## src/rtl/fp16_add_arbiter.sv

```systemverilog
// Round-robin arbiter sharing one pipelined fp16 adder among NUM_REQ requesters.
// Tags follow each operation through the adder; results drain through an in-order response FIFO.
module fp16_add_arbiter #(
    parameter int unsigned NUM_REQ   = 4,
    parameter int unsigned ADD_LAT   = 2,
    parameter int unsigned RSP_DEPTH = 4,
    localparam int unsigned ID_W     = (NUM_REQ > 1) ? $clog2(NUM_REQ) : 1
) (
    input  logic                   clk,
    input  logic                   rst_n,
    input  logic [NUM_REQ-1:0]     req_valid,
    output logic [NUM_REQ-1:0]     req_ready,
    input  logic [NUM_REQ*16-1:0]  req_a,
    input  logic [NUM_REQ*16-1:0]  req_b,
    output logic                   add_en,
    output logic [15:0]            add_a,
    output logic [15:0]            add_b,
    input  logic [15:0]            add_sum,
    output logic                   rsp_valid,
    output logic [ID_W-1:0]        rsp_id,
    output logic [15:0]            rsp_data,
    input  logic                   rsp_ready,
    output logic [15:0]            issue_cnt
);

    localparam int unsigned PTR_W = $clog2(RSP_DEPTH);
    localparam int unsigned CNT_W = $clog2(RSP_DEPTH + ADD_LAT + 1);
    localparam logic [ID_W:0]      NUM_REQ_W = (ID_W + 1)'(NUM_REQ);
    localparam logic [ID_W-1:0]    LAST_ID   = ID_W'(NUM_REQ - 1);
    localparam logic [PTR_W-1:0]   LAST_PTR  = PTR_W'(RSP_DEPTH - 1);

    logic [15:0]       op_a [NUM_REQ];
    logic [15:0]       op_b [NUM_REQ];

    logic [ID_W-1:0]   rr_ptr_q;
    logic [15:0]       issue_cnt_q;
    logic [ADD_LAT-1:0] tag_vld_q;
    logic [ID_W-1:0]   tag_id_q [ADD_LAT];

    logic [ID_W-1:0]   fifo_id_q   [RSP_DEPTH];
    logic [15:0]       fifo_data_q [RSP_DEPTH];
    logic [PTR_W-1:0]  wr_ptr_q;
    logic [PTR_W-1:0]  rd_ptr_q;
    logic [CNT_W-1:0]  fifo_cnt_q;
    logic [ID_W-1:0]   hold_id_q;
    logic [15:0]       hold_data_q;

    logic [CNT_W-1:0]  inflight;
    logic              can_issue;
    logic              gnt_vld;
    logic [ID_W-1:0]   gnt_id;
    logic [ID_W:0]     scan;
    logic              push;
    logic              pop;

    for (genvar g = 0; g < NUM_REQ; g++) begin : g_unpack
        assign op_a[g] = req_a[16*g +: 16];
        assign op_b[g] = req_b[16*g +: 16];
    end

    always_comb begin
        inflight = '0;
        for (int i = 0; i < ADD_LAT; i++) begin
            inflight = inflight + CNT_W'(tag_vld_q[i]);
        end
    end

    // Credits cover both the adder pipeline and the FIFO, so a push never finds the FIFO full.
    assign can_issue = rst_n && ((inflight + fifo_cnt_q) < CNT_W'(RSP_DEPTH));

    always_comb begin
        gnt_vld = 1'b0;
        gnt_id  = '0;
        scan    = '0;
        if (can_issue) begin
            for (int unsigned k = 0; k < NUM_REQ; k++) begin
                scan = {1'b0, rr_ptr_q} + (ID_W + 1)'(k);
                if (scan >= NUM_REQ_W) begin
                    scan = scan - NUM_REQ_W;
                end
                if (!gnt_vld && req_valid[scan[ID_W-1:0]]) begin
                    gnt_vld = 1'b1;
                    gnt_id  = scan[ID_W-1:0];
                end
            end
        end
    end

    always_comb begin
        req_ready = '0;
        add_en    = gnt_vld;
        add_a     = '0;
        add_b     = '0;
        if (gnt_vld) begin
            req_ready[gnt_id] = 1'b1;
            add_a             = op_a[gnt_id];
            add_b             = op_b[gnt_id];
        end
    end

    assign push      = tag_vld_q[ADD_LAT-1];
    assign rsp_valid = (fifo_cnt_q != '0);
    assign pop       = rsp_valid & rsp_ready;
    assign rsp_id    = rsp_valid ? fifo_id_q[rd_ptr_q]   : hold_id_q;
    assign rsp_data  = rsp_valid ? fifo_data_q[rd_ptr_q] : hold_data_q;
    assign issue_cnt = issue_cnt_q;

    always_ff @(posedge clk or negedge rst_n) begin
        if (!rst_n) begin
            rr_ptr_q    <= '0;
            issue_cnt_q <= '0;
            tag_vld_q   <= '0;
            for (int i = 0; i < ADD_LAT; i++) begin
                tag_id_q[i] <= '0;
            end
        end else begin
            if (gnt_vld) begin
                rr_ptr_q    <= (gnt_id == LAST_ID) ? '0 : gnt_id + 1'b1;
                issue_cnt_q <= issue_cnt_q + 16'd1;
            end
            tag_vld_q[0] <= gnt_vld;
            tag_id_q[0]  <= gnt_id;
            for (int i = 1; i < ADD_LAT; i++) begin
                tag_vld_q[i] <= tag_vld_q[i-1];
                tag_id_q[i]  <= tag_id_q[i-1];
            end
        end
    end

    always_ff @(posedge clk or negedge rst_n) begin
        if (!rst_n) begin
            wr_ptr_q    <= '0;
            rd_ptr_q    <= '0;
            fifo_cnt_q  <= '0;
            hold_id_q   <= '0;
            hold_data_q <= '0;
        end else begin
            if (push) begin
                wr_ptr_q <= (wr_ptr_q == LAST_PTR) ? '0 : wr_ptr_q + 1'b1;
            end
            if (pop) begin
                rd_ptr_q <= (rd_ptr_q == LAST_PTR) ? '0 : rd_ptr_q + 1'b1;
            end
            case ({push, pop})
                2'b10:   fifo_cnt_q <= fifo_cnt_q + 1'b1;
                2'b01:   fifo_cnt_q <= fifo_cnt_q - 1'b1;
                default: fifo_cnt_q <= fifo_cnt_q;
            endcase
            // Remember the last head shown so rsp_data stays stable once the FIFO drains.
            if (rsp_valid) begin
                hold_id_q   <= fifo_id_q[rd_ptr_q];
                hold_data_q <= fifo_data_q[rd_ptr_q];
            end
        end
    end

    always_ff @(posedge clk) begin
        if (push) begin
            fifo_id_q[wr_ptr_q]   <= tag_id_q[ADD_LAT-1];
            fifo_data_q[wr_ptr_q] <= add_sum;
        end
    end

endmodule

```

## config.mk

```make
export PLATFORM = sky130hd
export DESIGN_NAME = fp16_add_arbiter
export DESIGN_NICKNAME = d
export VERILOG_FILES = /design/src/rtl/fp16_add_arbiter.sv
export SDC_FILE = /design/constraint.sdc
export NUM_CORES = 1
export LEC_CHECK = 0
export ABC_CLOCK_PERIOD_IN_PS = 2700
export CORE_ASPECT_RATIO = 1.2
export CORE_MARGIN = 3
export CORE_UTILIZATION = 41
export CTS_CLUSTER_DIAMETER = 150
export CTS_CLUSTER_SIZE = 8
export DETAILED_ROUTE_END_ITERATION = 7
export MAX_ROUTING_LAYER = met4
export PLACE_DENSITY = 0.75
export SLEW_MARGIN = 25
export SYNTH_ARGS = -nofsm -noshare
export SYNTH_HDL_FRONTEND = slang
export SYNTH_SLANG_ARGS = --single-unit
```

## constraint.sdc

```tcl
create_clock -name clk -period 2.7 [get_ports clk]
set_clock_uncertainty 0.1 [all_clocks]
set_input_delay 0.405 -clock clk [delete_from_list [all_inputs] [get_ports clk]]
set_output_delay 0.405 -clock clk [all_outputs]
set_load 0.02 [all_outputs]
```

==> flow_summary.ini, run 1 <==
[placed_design]
hpwl_um = 13300
placed_area_mm2 = 0.00912
io_buffer_count = 222
routabilityCongestion = 0.852

[timing]
hold_violations = 0
tightest_slew_ns = 0.660
max_freq_mhz = 298
relSlewSlack = 0.560
post-route-period-util = 1.24
worst_slack_ns = -0.652
setup_violations = 37
rsz0062_at_grt = yes
holdWs_ns = 0.0761
min_period_ns = 3.35
slew_violations = 0

[synth]
syn_nets = 636
syn_area_mm2 = 0.00609
yosysSeqAreaShare = 0.556
synth-edff-count = 72
syn_avg_cell_area_um2 = 12.9
synth-seq-cells = 121
ys_warn_count = 0
synthArstFlopShare = 0.405
synth_cell_types = 34
yosys_most_used_dff = edfxtp_1
synthCells = 472

[global_route]
antenna_found_initial = 0
grt_overflow = 0
grt_pass1_vias = 5724
track_usage = 0.246
grt_max_degree = 50
grt_first_pass_wirelength_um = 29900

[clock_network]
cts_buffers = 17
root_buffer = clkbuf_16
numClockSinks = 121
worstSkewPairLatency_ns = 0.40
cts_buffer_depth = 2
htreeDepth = 4
tritoncts = done
path_clk_slew_ns = 0.05

[routing]
drt_iter0_drc = 358
drtAntennaViolNets = 0
via_count = 5344
route.detailed.drc = 0
vias_per_cell = 5.32
dr.pass1.iters = 6
wire_per_inst_um = 20.2
wl_um = 20300

[final_layout]
area_growth_pct = 73.2
nets = 956
layout_common_cells = 166 x clkdlybuf4s50_1, 89 x buf_4, 72 x edfxtp_1
drive_above_1_share = 0.380
fin_area_mm2 = 0.0105
antenna_cells = 0
final_common_cell = clkdlybuf4s50_1

[die]
core_area_mm2 = 0.0145
die_x_um = 117
initial_core_util = 0.421
io_pins = 223
num_rows = 48
die_h_um = 140
die-area_mm2 = 0.0164

[setup_path]
slowest_delay_ns = 0.41
cpMostUsedCell = buf_4
start_kind = flop
worstPathRequired_ns = 2.19
critPathSlowestCell = dfrtp_1
reg2reg_depth = 12
crit_fanout = 6
crit_arrival_ns = 2.85
path_cells = ha_4, a21o_1, a221oi_4, buf_4, buf_6, and3_4, buf_4, buf_16, a211oi_1, buf_4, a211oi_4, buf_6
crit_type = flop to primary output
worst_setup_path_end_kind = primary output

[power]
total_power_uw = 10300
peakVddDrop_v = 0.000459
power.density_mw_per_mm2 = 972
p_leak_uw = 0.00429

[job]
maxCapViolations = 0

[run_status]
violations = negative setup slack
status = finished, violations left

[min_path]
hp-class = input port to asynchronous set/reset pin
-- stage by stage --
stage	setup TNS (ns)	worst slack (ns)	instances	util
6_report	-20.04	-0.652	1005	0.729
5_1_grt	-23.95	-0.768	1005	0.729
4_1_cts	-21.18	-0.712	982	0.708
3_5_place_dp	-22.77	-0.693	914	0.630
3_3_place_gp	-21.10	-0.605	914	0.630
2_1_floorplan	-1.37	-0.101	472	-
-- final timing paths --
kind | from | end | slack (ns)
max in group asynchronous | rst_n | hold_id_q[1] | 1.96
hold reg to reg | tag_id_q[2] | tag_id_q[0] | 0.24
setup / recovery | fifo_cnt_q[0] | add_b[6] | -0.65
setup reg to reg | fifo_cnt_q[0] | issue_cnt[13] | 0.14
hold / removal | rst_n | hold_data_q[0] | 0.08
min in group clk | tag_id_q[2] | tag_id_q[0] | 0.24
-- report_power, final --
group / switching, uW / total [uW] / internal [uW]
combinational: 2720 / 5470 / 2750
sequential: 255 / 2720 / 2460
clock: 732 / 2070 / 1340
total: 3710 / 10300 / 6550
-- sequential cells by signal, summed over array words and instances, names as in the netlist --
register     count
fifo_data_q     64
fifo_cnt_q       3
tag_id_q         4
fifo_id_q        8
wr_ptr_q         2
rr_ptr_q         2
issue_cnt       16
tag_vld_q        2
rd_ptr_q         2
hold_id_q        2
hold_data_q     16
-- worst max-delay path: cells and delay by family, from the launching register on --
kind | cells | cell delay (ns)
AND/OR/NAND/NOR | 1 | 0.19
AO/OA/AOI/OAI | 4 | 0.76
adder cells (fa/ha/maj) | 1 | 0.25
buffers and inverters | 6 | 0.83
flip-flops | 1 | 0.41
-- area by class of cell --
cell class | count | area (um^2)
Inverter | 44 | 173
Clock buffer | 21 | 440
Sequential cell | 121 | 3390
Tap cell | 200 | 250
Timing Repair Buffer | 337 | 3350
Clock inverter | 11 | 108
Multi-Input combinational cell | 271 | 2830
Fill cell | 915 | 3930
-- routing by layer --
| layer | global-route usage | share of wire |
|---|---|---|
| met1 | 0.271 | 0.36 |
| met3 | 0.0622 | 0.078 |
| met5 | - | 0 |
| met2 | 0.425 | 0.53 |
| met4 | 0.0864 | 0.030 |
-- what timing repair did --
action | 4_1_cts | 5_1_grt
hold buffers | 0 | 0
buffers inserted | 37 | 30
resized for setup | 286 | 80
cloned | 6 | 1
pin swaps | 13 | 21
setup endpoints to repair | 55 | 59
-- kinds of logic (layout without fill, tap and decap cells) --
| family | count (synthesis) | after routing | share of synthesized area |
|---|---|---|---|
| flip-flops | 121 | 121 | 0.556 |
| AO/OA/AOI/OAI | 106 | 106 | 0.126 |
| buffers and inverters | 80 | 413 | 0.0553 |
| multiplexers | 70 | 70 | 0.156 |
| AND/OR/NAND/NOR | 64 | 64 | 0.0524 |
| XOR/XNOR | 18 | 18 | 0.0259 |
| adder cells (fa/ha/maj) | 13 | 13 | 0.0279 |
-- Yosys cell counts, drive strengths merged (2+ instances only) --
| cell | number | area [um^2] |
|---|---|---|
| edfxtp | 72 | 2160 |
| a211oi | 65 | 488 |
| dfrtp | 49 | 1230 |
| inv | 44 | 165 |
| mux2i | 33 | 330 |
| a31oi | 32 | 200 |
| clkbuf | 20 | 75.1 |
| mux2 | 19 | 214 |
| mux4 | 18 | 405 |
| nand2 | 17 | 63.8 |
| buf | 16 | 96.3 |
| nor2 | 13 | 48.8 |
| ha | 12 | 150 |
| xor2 | 10 | 87.6 |
| and2 | 8 | 50.1 |
| xnor2 | 8 | 70.1 |
| nand3 | 7 | 35.0 |
| nor3 | 4 | 20.0 |
| a21o | 3 | 22.5 |
| and3 | 3 | 18.8 |
| nand2b | 3 | 18.8 |
| nand4 | 3 | 18.8 |
| o21ai | 3 | 15.0 |
| nor3b | 2 | 20.0 |
| or3 | 2 | 12.5 |
No activity file was read; power rests on OpenSTA's default activity.
==> run 2, diff against run 1 <==
--- a/config.mk
+++ b/config.mk
@@ -14,7 +14,7 @@
 export DETAILED_ROUTE_END_ITERATION = 7
 export MAX_ROUTING_LAYER = met4
 export PLACE_DENSITY = 0.75
-export SLEW_MARGIN = 25
+export SLEW_MARGIN = 15
 export SYNTH_ARGS = -nofsm -noshare
 export SYNTH_HDL_FRONTEND = slang
 export SYNTH_SLANG_ARGS = --single-unit
==> results of run 2 <==
No change in the layout: final DEF, timing and power equal those of run 1.
==> run 3, diff against run 2 <==
--- a/config.mk
+++ b/config.mk
@@ -12,6 +12,7 @@
 export CTS_CLUSTER_DIAMETER = 150
 export CTS_CLUSTER_SIZE = 8
 export DETAILED_ROUTE_END_ITERATION = 7
+export GPL_TIMING_DRIVEN = 0
 export MAX_ROUTING_LAYER = met4
 export PLACE_DENSITY = 0.75
 export SLEW_MARGIN = 15
==> flow_summary.ini, run 3 (same netlist as run 1, synthesis figures left out) <==
[power]
power_switching_share = 0.364
power.density_mw_per_mm2 = 987
seqPwrFrac = 0.272
peakVddDrop_v = 0.000652
p_switching_uw = 3640
p_leak_uw = 0.00400
clkPwrFrac = 0.236
p_comb_frac = 0.492
internal-power_uw = 6360

[setup_path]
path_cells = ha_4, a21o_1, a221oi_4, buf_6, and3_4, buf_12, buf_12, inv_6, ha_4, and2_4, buf_6
crit_arrival_ns = 2.66
crit_fanout = 7
crit_family = buffers and inverters
worst_setup_path_end_kind = primary output
slowest_delay_ns = 0.41
critPathSlowestCell = dfrtp_1
crit_type = flop to primary output
start_kind = flop
critical_path_buf_inv_count = 5
worstPathRequired_ns = 2.19

[routing]
via_count = 5176
wire_per_inst_um = 20.5
wl_um = 19600
route.detailed.drc = 0
vias_per_cell = 5.41
drtAntennaViolNets = 0
drt_iter0_drc = 324
dr.pass1.iters = 4

[final_layout]
fin_area_mm2 = 0.0101
largest_register = fifo_data_q
final_common_cell = clkdlybuf4s50_1
finish.utilization = 0.700
drive_above_1_share = 0.338
layout_common_cells = 165 x clkdlybuf4s50_1, 72 x edfxtp_1, 49 x dfrtp_1
largest_reg_flops = 64
nets = 905
area_growth_pct = 66.4

[global_route]
grt_first_pass_wirelength_um = 30100
grt_util_met3 = 0.0635
grt.met1_usage = 0.272
antenna_found_initial = 2
grt_util_met2 = 0.438
grt_pass1_vias = 5731
track_usage = 0.250
grt_overflow = 0
grt_max_degree = 27
grt_busiest_layer = met2

[die]
initial_core_util = 0.421
die_h_um = 140
core_area_mm2 = 0.0145
num_rows = 48
die-area_mm2 = 0.0164
die_x_um = 117
io_pins = 223

[placed_design]
placed_area_mm2 = 0.00880
routabilityCongestion = 0.918
io_buffer_count = 222
hpwl_um = 13600

[timing]
min_period_ns = 3.17
tightest_slew_ns = 0.989
worst_slack_ns = -0.469
rsz0062_at_grt = yes
holdWs_ns = 0.254
slew_violations = 0
hold_violations = 0
post-route-period-util = 1.17
max_freq_mhz = 316
relSlewSlack = 0.341
setup_violations = 36

[clock_network]
worstSkewPairLatency_ns = 0.40
tritoncts = done
path_clk_slew_ns = 0.05
numClockSinks = 121
htreeDepth = 4
root_buffer = clkbuf_16
cts_buffer_depth = 2
cts_buffers = 17

[job]
maxCapViolations = 0

[min_path]
hp-class = flop to flop

[run_status]
violations = negative setup slack
status = finished, violations left
## run 3: per-layer routing
metal | vias up | share of wire
li1 | 2312 | -
met1 | 2574 | 0.35
met2 | 236 | 0.55
met3 | 54 | 0.065
met4 | 0 | 0.031
met5 | - | 0
## run 3: layout make-up
class                   instances  area (um^2)
inverters                      44          178
well taps                     200          250
diodes                          3         7.51
plain buffers                  33          407
clock buffers                  20          447
repair buffers                253         2440
flip-flops and latches        121         3390
fillers                       996         4340
clock inverters                12          174
multi-input cells             271         2840
## run 3: stage by stage
stage	setup WS [ns]	TNS [ns]	instances	power, uW
after detailed placement	-1.52	-56.73	895	7110
final	-0.469	-15.23	957	10000
after CTS	-0.504	-16.45	953	10000
after global placement	-3.18	-174.27	894	6970
after global routing	-0.607	-20.50	956	10500
after floorplan	-0.101	-1.37	472	5370
## run 3: power groups by stage
stage / Clock [uW] / Sequential [uW] / Combinational [uW]
2_1_floorplan: 0 / 2740 / 2630
3_3_place_gp: 0 / 2700 / 4270
3_5_place_dp: 0 / 2740 / 4370
4_1_cts: 2390 / 2720 / 4910
5_1_grt: 2490 / 2780 / 5260
6_report: 2360 / 2720 / 4920
## run 3: worst register-to-register path, delay by kind of cell (launching register included)
family                   cells  cell delay (ns)
XOR/XNOR                     2             0.32
adder cells (fa/ha/maj)      2             0.43
buffers and inverters        5             0.62
flip-flops                   1             0.41
AND/OR/NAND/NOR              3             0.56
## run 3: what timing repair did
action | CTS | global route
cloned | 4 | 2
hold buffers | 5 | 0
gates resized for setup | 345 | 48
setup endpoints to repair | 59 | 57
buffers inserted | 17 | 3
pin swaps | 22 | 15
endpoints found under the hold margin | 23 | 0
## run 3: final timing paths
path / startpoint / to / slack [ns] / depth (start not counted)
worst max-delay path: tag_vld_q[0] / req_ready[2] / -0.47 / 11
worst min-delay path: tag_id_q[3] / tag_id_q[1] / 0.25 / 0
worst max register to register: fifo_cnt_q[0] / fifo_cnt_q[2] / 0.14 / 12
worst min register to register: tag_id_q[3] / tag_id_q[1] / 0.25 / 0
max in group asynchronous: rst_n / tag_id_q[2] / 1.72 / 4
min in group asynchronous: rst_n / hold_data_q[4] / 0.60 / 4
